## src/rtl/md_pkg.sv

```systemverilog
// Shared encodings and constants for the multiply/divide sequencer.
package md_pkg;

  // EX-stage operation codes; 7 is reserved and behaves as NONE.
  typedef enum logic [2:0] {
    MD_NONE  = 3'd0,
    MD_MULT  = 3'd1,
    MD_MULTU = 3'd2,
    MD_DIV   = 3'd3,
    MD_DIVU  = 3'd4,
    MD_MTHI  = 3'd5,
    MD_MTLO  = 3'd6,
    MD_RSVD  = 3'd7
  } md_op_e;

  // Sequencer states.
  typedef enum logic [1:0] {
    ST_IDLE = 2'd0,
    ST_MUL  = 2'd1,
    ST_DIV  = 2'd2
  } md_state_e;

  // Radix-2 iterations needed for 32-bit operands.
  localparam int DIV_ITER = 32;

  // Two's-complement magnitude; 0x80000000 maps to itself, which is the
  // correct unsigned magnitude.
  function automatic logic [31:0] abs32(input logic [31:0] v);
    return v[31] ? (32'd0 - v) : v;
  endfunction

endpackage

```

## src/rtl/md_div_iter.sv

```systemverilog
// 32-bit unsigned restoring divider, one quotient bit per step.
// quot/rem present the value after the current cycle's step so the
// caller can retire the result on the edge of the final step.
module md_div_iter (
  input  logic        clk,
  input  logic        load,
  input  logic        step,
  input  logic [31:0] dividend,
  input  logic [31:0] divisor,
  output logic [31:0] quot,
  output logic [31:0] rem
);

  logic [31:0] q_r;
  logic [31:0] r_r;
  logic [31:0] d_r;
  logic [32:0] trial_s;
  logic [32:0] diff_s;
  logic [31:0] q_nxt_s;
  logic [31:0] r_nxt_s;

  // One restoring iteration: shift in the next dividend bit, subtract if it fits.
  always_comb begin
    trial_s = {r_r, q_r[31]};
    diff_s  = trial_s - {1'b0, d_r};
    q_nxt_s = q_r;
    r_nxt_s = r_r;
    if (step) begin
      if (!diff_s[32]) begin
        r_nxt_s = diff_s[31:0];
        q_nxt_s = {q_r[30:0], 1'b1};
      end else begin
        r_nxt_s = trial_s[31:0];
        q_nxt_s = {q_r[30:0], 1'b0};
      end
    end else begin
      q_nxt_s = q_r;
      r_nxt_s = r_r;
    end
  end

  // Operand load or iteration update of the divider registers.
  always_ff @(posedge clk) begin
    if (load) begin
      q_r <= dividend;
      r_r <= 32'd0;
      d_r <= divisor;
    end else begin
      q_r <= q_nxt_s;
      r_r <= r_nxt_s;
    end
  end

  assign quot = q_nxt_s;
  assign rem  = r_nxt_s;

endmodule

```

## src/rtl/md_ctrl.sv

```systemverilog
// Multiply/divide sequencer and HI/LO owner for the execute stage.
module md_ctrl #(
  parameter int MUL_LAT  = 2,
  parameter int DIV_ITER = 32
) (
  input  logic        clk,
  input  logic        resetn,
  input  logic        op_valid,
  input  logic [2:0]  op,
  input  logic [31:0] src1,
  input  logic [31:0] src2,
  input  logic        cancel,
  input  logic        rd_hi,
  input  logic        rd_lo,
  output logic        stall,
  output logic        busy,
  output logic [31:0] hi,
  output logic [31:0] lo,
  output logic [31:0] rd_data
);

  import md_pkg::*;

  localparam int CNT_W = 6;
  localparam logic [CNT_W-1:0] MUL_LOAD = CNT_W'(MUL_LAT - 1);
  localparam logic [CNT_W-1:0] DIV_LOAD = CNT_W'(DIV_ITER - 1);

  md_state_e         state_r, state_nxt_s;
  logic [CNT_W-1:0]  cnt_r, cnt_nxt_s;
  logic [31:0]       hi_r, lo_r;
  logic [63:0]       prod_r;
  logic              neg_q_r, neg_r_r;

  logic              acc_s, signed_s, is_mul_s, is_div_s, wr_hi_s, wr_lo_s;
  logic              mul_done_s, div_done_s, div_step_s;
  logic [63:0]       mul_a_s, mul_b_s, prod_s;
  logic [31:0]       div_a_s, div_b_s, quot_s, rem_s, q_fix_s, r_fix_s;

  // Decode the EX op into accept actions; only IDLE without cancel accepts.
  always_comb begin
    acc_s    = op_valid && !cancel && (state_r == ST_IDLE);
    signed_s = 1'b0;
    is_mul_s = 1'b0;
    is_div_s = 1'b0;
    wr_hi_s  = 1'b0;
    wr_lo_s  = 1'b0;
    if (acc_s) begin
      case (op)
        MD_MULT:  begin is_mul_s = 1'b1; signed_s = 1'b1; end
        MD_MULTU: begin is_mul_s = 1'b1; end
        MD_DIV:   begin is_div_s = (src2 != 32'd0); signed_s = 1'b1; end
        MD_DIVU:  begin is_div_s = (src2 != 32'd0); end
        MD_MTHI:  begin wr_hi_s = 1'b1; end
        MD_MTLO:  begin wr_lo_s = 1'b1; end
        default:  begin is_mul_s = 1'b0; end
      endcase
    end else begin
      is_mul_s = 1'b0;
    end
  end

  // Operand shaping: sign/zero extension for multiply, magnitudes for divide.
  always_comb begin
    mul_a_s = signed_s ? {{32{src1[31]}}, src1} : {32'd0, src1};
    mul_b_s = signed_s ? {{32{src2[31]}}, src2} : {32'd0, src2};
    prod_s  = mul_a_s * mul_b_s;
    div_a_s = signed_s ? abs32(src1) : src1;
    div_b_s = signed_s ? abs32(src2) : src2;
    q_fix_s = neg_q_r ? (32'd0 - quot_s) : quot_s;
    r_fix_s = neg_r_r ? (32'd0 - rem_s) : rem_s;
  end

  // Next-state and counter; cancel wins over completion.
  always_comb begin
    state_nxt_s = state_r;
    cnt_nxt_s   = cnt_r;
    mul_done_s  = 1'b0;
    div_done_s  = 1'b0;
    div_step_s  = 1'b0;
    case (state_r)
      ST_IDLE: begin
        if (is_mul_s) begin
          state_nxt_s = ST_MUL;
          cnt_nxt_s   = MUL_LOAD;
        end else if (is_div_s) begin
          state_nxt_s = ST_DIV;
          cnt_nxt_s   = DIV_LOAD;
        end else begin
          state_nxt_s = ST_IDLE;
        end
      end
      ST_MUL: begin
        if (cancel) begin
          state_nxt_s = ST_IDLE;
          cnt_nxt_s   = 6'd0;
        end else if (cnt_r == 6'd0) begin
          state_nxt_s = ST_IDLE;
          mul_done_s  = 1'b1;
        end else begin
          cnt_nxt_s = cnt_r - 6'd1;
        end
      end
      ST_DIV: begin
        div_step_s = !cancel;
        if (cancel) begin
          state_nxt_s = ST_IDLE;
          cnt_nxt_s   = 6'd0;
        end else if (cnt_r == 6'd0) begin
          state_nxt_s = ST_IDLE;
          div_done_s  = 1'b1;
        end else begin
          cnt_nxt_s = cnt_r - 6'd1;
        end
      end
      default: begin
        state_nxt_s = ST_IDLE;
        cnt_nxt_s   = 6'd0;
      end
    endcase
  end

  // State and counter registers.
  always_ff @(posedge clk) begin
    if (!resetn) begin
      state_r <= ST_IDLE;
      cnt_r   <= 6'd0;
    end else begin
      state_r <= state_nxt_s;
      cnt_r   <= cnt_nxt_s;
    end
  end

  // HI/LO, registered product and divide sign flags.
  always_ff @(posedge clk) begin
    if (!resetn) begin
      hi_r    <= 32'd0;
      lo_r    <= 32'd0;
      prod_r  <= 64'd0;
      neg_q_r <= 1'b0;
      neg_r_r <= 1'b0;
    end else begin
      if (is_mul_s) begin
        prod_r <= prod_s;
      end
      if (is_div_s) begin
        neg_q_r <= signed_s & (src1[31] ^ src2[31]);
        neg_r_r <= signed_s & src1[31];
      end
      if (wr_hi_s) begin
        hi_r <= src1;
      end
      if (wr_lo_s) begin
        lo_r <= src1;
      end
      if (mul_done_s) begin
        hi_r <= prod_r[63:32];
        lo_r <= prod_r[31:0];
      end
      if (div_done_s) begin
        hi_r <= r_fix_s;
        lo_r <= q_fix_s;
      end
    end
  end

  md_div_iter u_div (
    .clk      (clk),
    .load     (is_div_s),
    .step     (div_step_s),
    .dividend (div_a_s),
    .divisor  (div_b_s),
    .quot     (quot_s),
    .rem      (rem_s)
  );

  assign busy    = (state_r != ST_IDLE);
  assign stall   = busy & (op_valid | rd_hi | rd_lo) & ~cancel;
  assign hi      = hi_r;
  assign lo      = lo_r;
  assign rd_data = rd_hi ? hi_r : lo_r;

endmodule

```

## config.mk

```make
export PLATFORM = sky130hd
export DESIGN_NAME = md_ctrl
export DESIGN_NICKNAME = d
export VERILOG_FILES = /design/src/rtl/md_pkg.sv /design/src/rtl/md_div_iter.sv /design/src/rtl/md_ctrl.sv
export SDC_FILE = /design/constraint.sdc
export NUM_CORES = 2
export LEC_CHECK = 0
export CAP_MARGIN = 10
export CELL_PAD_IN_SITES_DETAIL_PLACEMENT = 1
export CELL_PAD_IN_SITES_GLOBAL_PLACEMENT = 1
export CORE_ASPECT_RATIO = 1.2
export CORE_MARGIN = 4
export CORE_UTILIZATION = 55
export CTS_CLUSTER_SIZE = 8
export DETAILED_ROUTE_END_ITERATION = 12
export HOLD_SLACK_MARGIN = 0.12
export PLACE_DENSITY_LB_ADDON = 0.1
export SKIP_LAST_GASP = 1
export SLEW_MARGIN = 40
export SYNTH_ARGS = -nofsm -noshare
export SYNTH_HDL_FRONTEND = slang
export SYNTH_HIERARCHICAL = 1
export SYNTH_SLANG_ARGS = --single-unit
```

## constraint.sdc

```tcl
create_clock -name clk -period 30.3 [get_ports clk]
set_input_delay 6.06 -clock clk [delete_from_list [all_inputs] [get_ports clk]]
set_output_delay 6.06 -clock clk [all_outputs]
set_load 0.02 [all_outputs]
```

==> reports/results.ini <==
[sta]
final.min_clock_period_ps=16920
finalHoldViolCount=0
setup_violations=0
slew_violations=0
slew_headroom=0.365
clock_skew_ps=14.9
worst_pin_slew_ps=943
rsz0062_at_grt=no
setup_tns_ps=0
post-route-period-util=0.558
fmax_mhz=59.1

[critical_path]
worst_setup_path_end_kind=flop
cp_max_fo=21
crit_required_ps=30690
worst-r2r-cell-count=33
arrival_ps=17310
critPathLaunchType=input port
crit_slowest_cell=fa_1
reg2reg_to=prod_r[58]
worstReg2RegStart=state_r[0]
max_stage_delay_ps=890
crit_top_cell=fa_1
r2r_slack_ps=18780
path_class=input port to flop

[synth]
yosysTopAreaCell=fa_1
synth_mux_area_frac=0.0210
syn_inst=7035
syn_nets=8882
async_reset_ff_frac=0
synth_edf_count=32
synth-xor-area-share=0.0357
synth_compound_area_frac=0.0798
synth_seq_cells=234
synth_flop_cell=dfxtp_1
ys_types=87
syn_avg_cell_area_um2=8.90
yosys-top-cells-count=inv_1 (1608), fa_1 (1420), nand2_1 (1039)
ys_seq_area_frac=0.0799
ys_warn_count=6
synth_top_family_by_area=adder cells
syn_area_um2=62600
synthDominantCellAreaShare=0.454
synthTopCellsByArea=fa_1 (45%), inv_1 (9.6%), ha_1 (7.1%)
synthSimpleGateAreaFrac=0.137
synthAdderAreaFrac=0.525
yosysMostFrequentCell=inv_1

[cells_and_area]
nets=8787
drive_gt1_frac=0.0473
final_util=0.586
syn_to_final_growth_pct=5.85
instances_no_fill=8465

[floorplanning]
design.die.area_um2=119000
ios=171
core_area_um2=113000
rows=135
die_h_um=378
die_w_um=316
initial_core_util=0.554

[clocking]
ctsResizeCount=0
postCtsSetupBuffers=0
htree_levels=2
clk_pin_slew_worst_paths_ps=60
cts_max_path_buffers=3
cts_made_buffers=35
insertion_delay_ps=540
cts_sinks=234
cts_hold_buf=0
cts-root-buf=clkbuf_16
cts_tree=yes

[detailed_routing]
firstDrtPassIters=5
drt-initial-drc-count=3671
drtAntennaViolNets=0
wirelength_um=230000
vias_per_cell=5.91
wire_per_inst_um=27.2
num_vias=50000
remaining_drc_errors=0

[hold_path]
min_to=prod_r[13]
min_path_cells=2
holdCritStartpoint=prod_r[13]
min_path_type=flop to flop

[global_route]
antenna_found_initial=10
grt_remaining_overflow=0
grt_max_degree=92
grt_pass1_vias=57000
grtUsageTotal=0.393
grt_pass1_wl_um=349000

[placement]
dp_cells=8410
gp_congestion=0.996
detailed_place_hpwl_um=184000
port_buffers=170

[run]
timing.max_cap.violations=0

[status]
status=finished, final reports clean

==> layer usage <==
metal | global-route usage | up-vias | share of wire
met3 | 0.0464 | 688 | 0.063
met4 | 0.240 | 2 | 0.077
met5 | 0 | - | 0.000078
met1 | 0.481 | 26300 | 0.38
li1 | - | 21000 | -
met2 | 0.668 | 2036 | 0.48
==> cell usage in the layout, fill, tap and decap left out, drive strengths merged, types with 14 or more instances in the layout <==
cell type,instances
a21o,43
o21ai,139
nor3,46
nand4,22
buf,137
inv,1612
o21a,15
xor2,79
nand3,76
or4,15
o21bai,19
clkbuf,49
a21oi,273
ha,354
mux2i,23
o221ai,14
fa,1420
a211oi,78
o41ai,14
dfxtp,202
nand2,1040
xnor2,176
o31ai,41
or3,20
o211ai,44
nor2,173
and2,353
and3,42
a31oi,20
clkdlybuf4s50,133
edfxtp,32
mux2,96
==> metrics by stage <==
step / hold WS, ps / setup WS (ps) / area [um^2]
CTS: 454 / 13450 / 66200
global route: 473 / 12830 / 66300
finish: 454 / 13380 / 66300
global placement: 440 / 13150 / 65200
floorplan: 432 / 14930 / 62600
detailed placement: 447 / 12920 / 65300
==> sequential cells by signal, indices dropped and copies added, names as in the netlist <==
signal	count
cnt_r	6
hi	32
lo	32
neg_q_r	1
neg_r_r	1
prod_r	64
state_r	2
u_div/d_r	32
u_div/q_r	32
u_div/r_r	32
==> critical path: cells and delay by family <==
| family | cells | cell delay, ps |
|---|---|---|
| xor+xnor | 1 | 160 |
| buf+inv | 7 | 1520 |
| simple gates | 7 | 1850 |
| fa+ha+maj | 11 | 6020 |
| compound gates | 6 | 1600 |
==> how the worst max path moves through the flow <==
stage | depth (start not counted) | from | slack (ps) | endpoint
after floorplan | 33 | cancel | 14930 | prod_r[58]
after global placement | 32 | cancel | 13150 | prod_r[58]
after detailed placement | 32 | cancel | 12920 | prod_r[58]
after CTS | 29 | cancel | 13450 | prod_r[61]
after global routing | 32 | cancel | 12830 | prod_r[58]
final | 32 | cancel | 13380 | prod_r[58]
==> cell type report <==
class	count	area, um^2
flip-flops and latches	234	5010
multi-input cells	4788	50100
clock inverters	3	26.3
repair buffers	270	2300
well taps	1507	1890
clock buffers	49	938
fillers	13100	46700
inverters	1611	6050
diodes	3	7.51
==> cell families (layout without fill, tap and decap cells) <==
logic type / count (synthesis) / after routing
AO/OA/AOI/OAI: 778 / 778
XOR/XNOR: 255 / 255
adder cells (fa/ha/maj): 1775 / 1775
buffers and inverters: 2013 / 1933
flip-flops: 234 / 234
multiplexers: 119 / 119
other: 0 / 3
AND/OR/NAND/NOR: 1861 / 1861
Power is not shown: default switching activity piles up to over one toggle a cycle in this logic, so the estimate is an artifact.
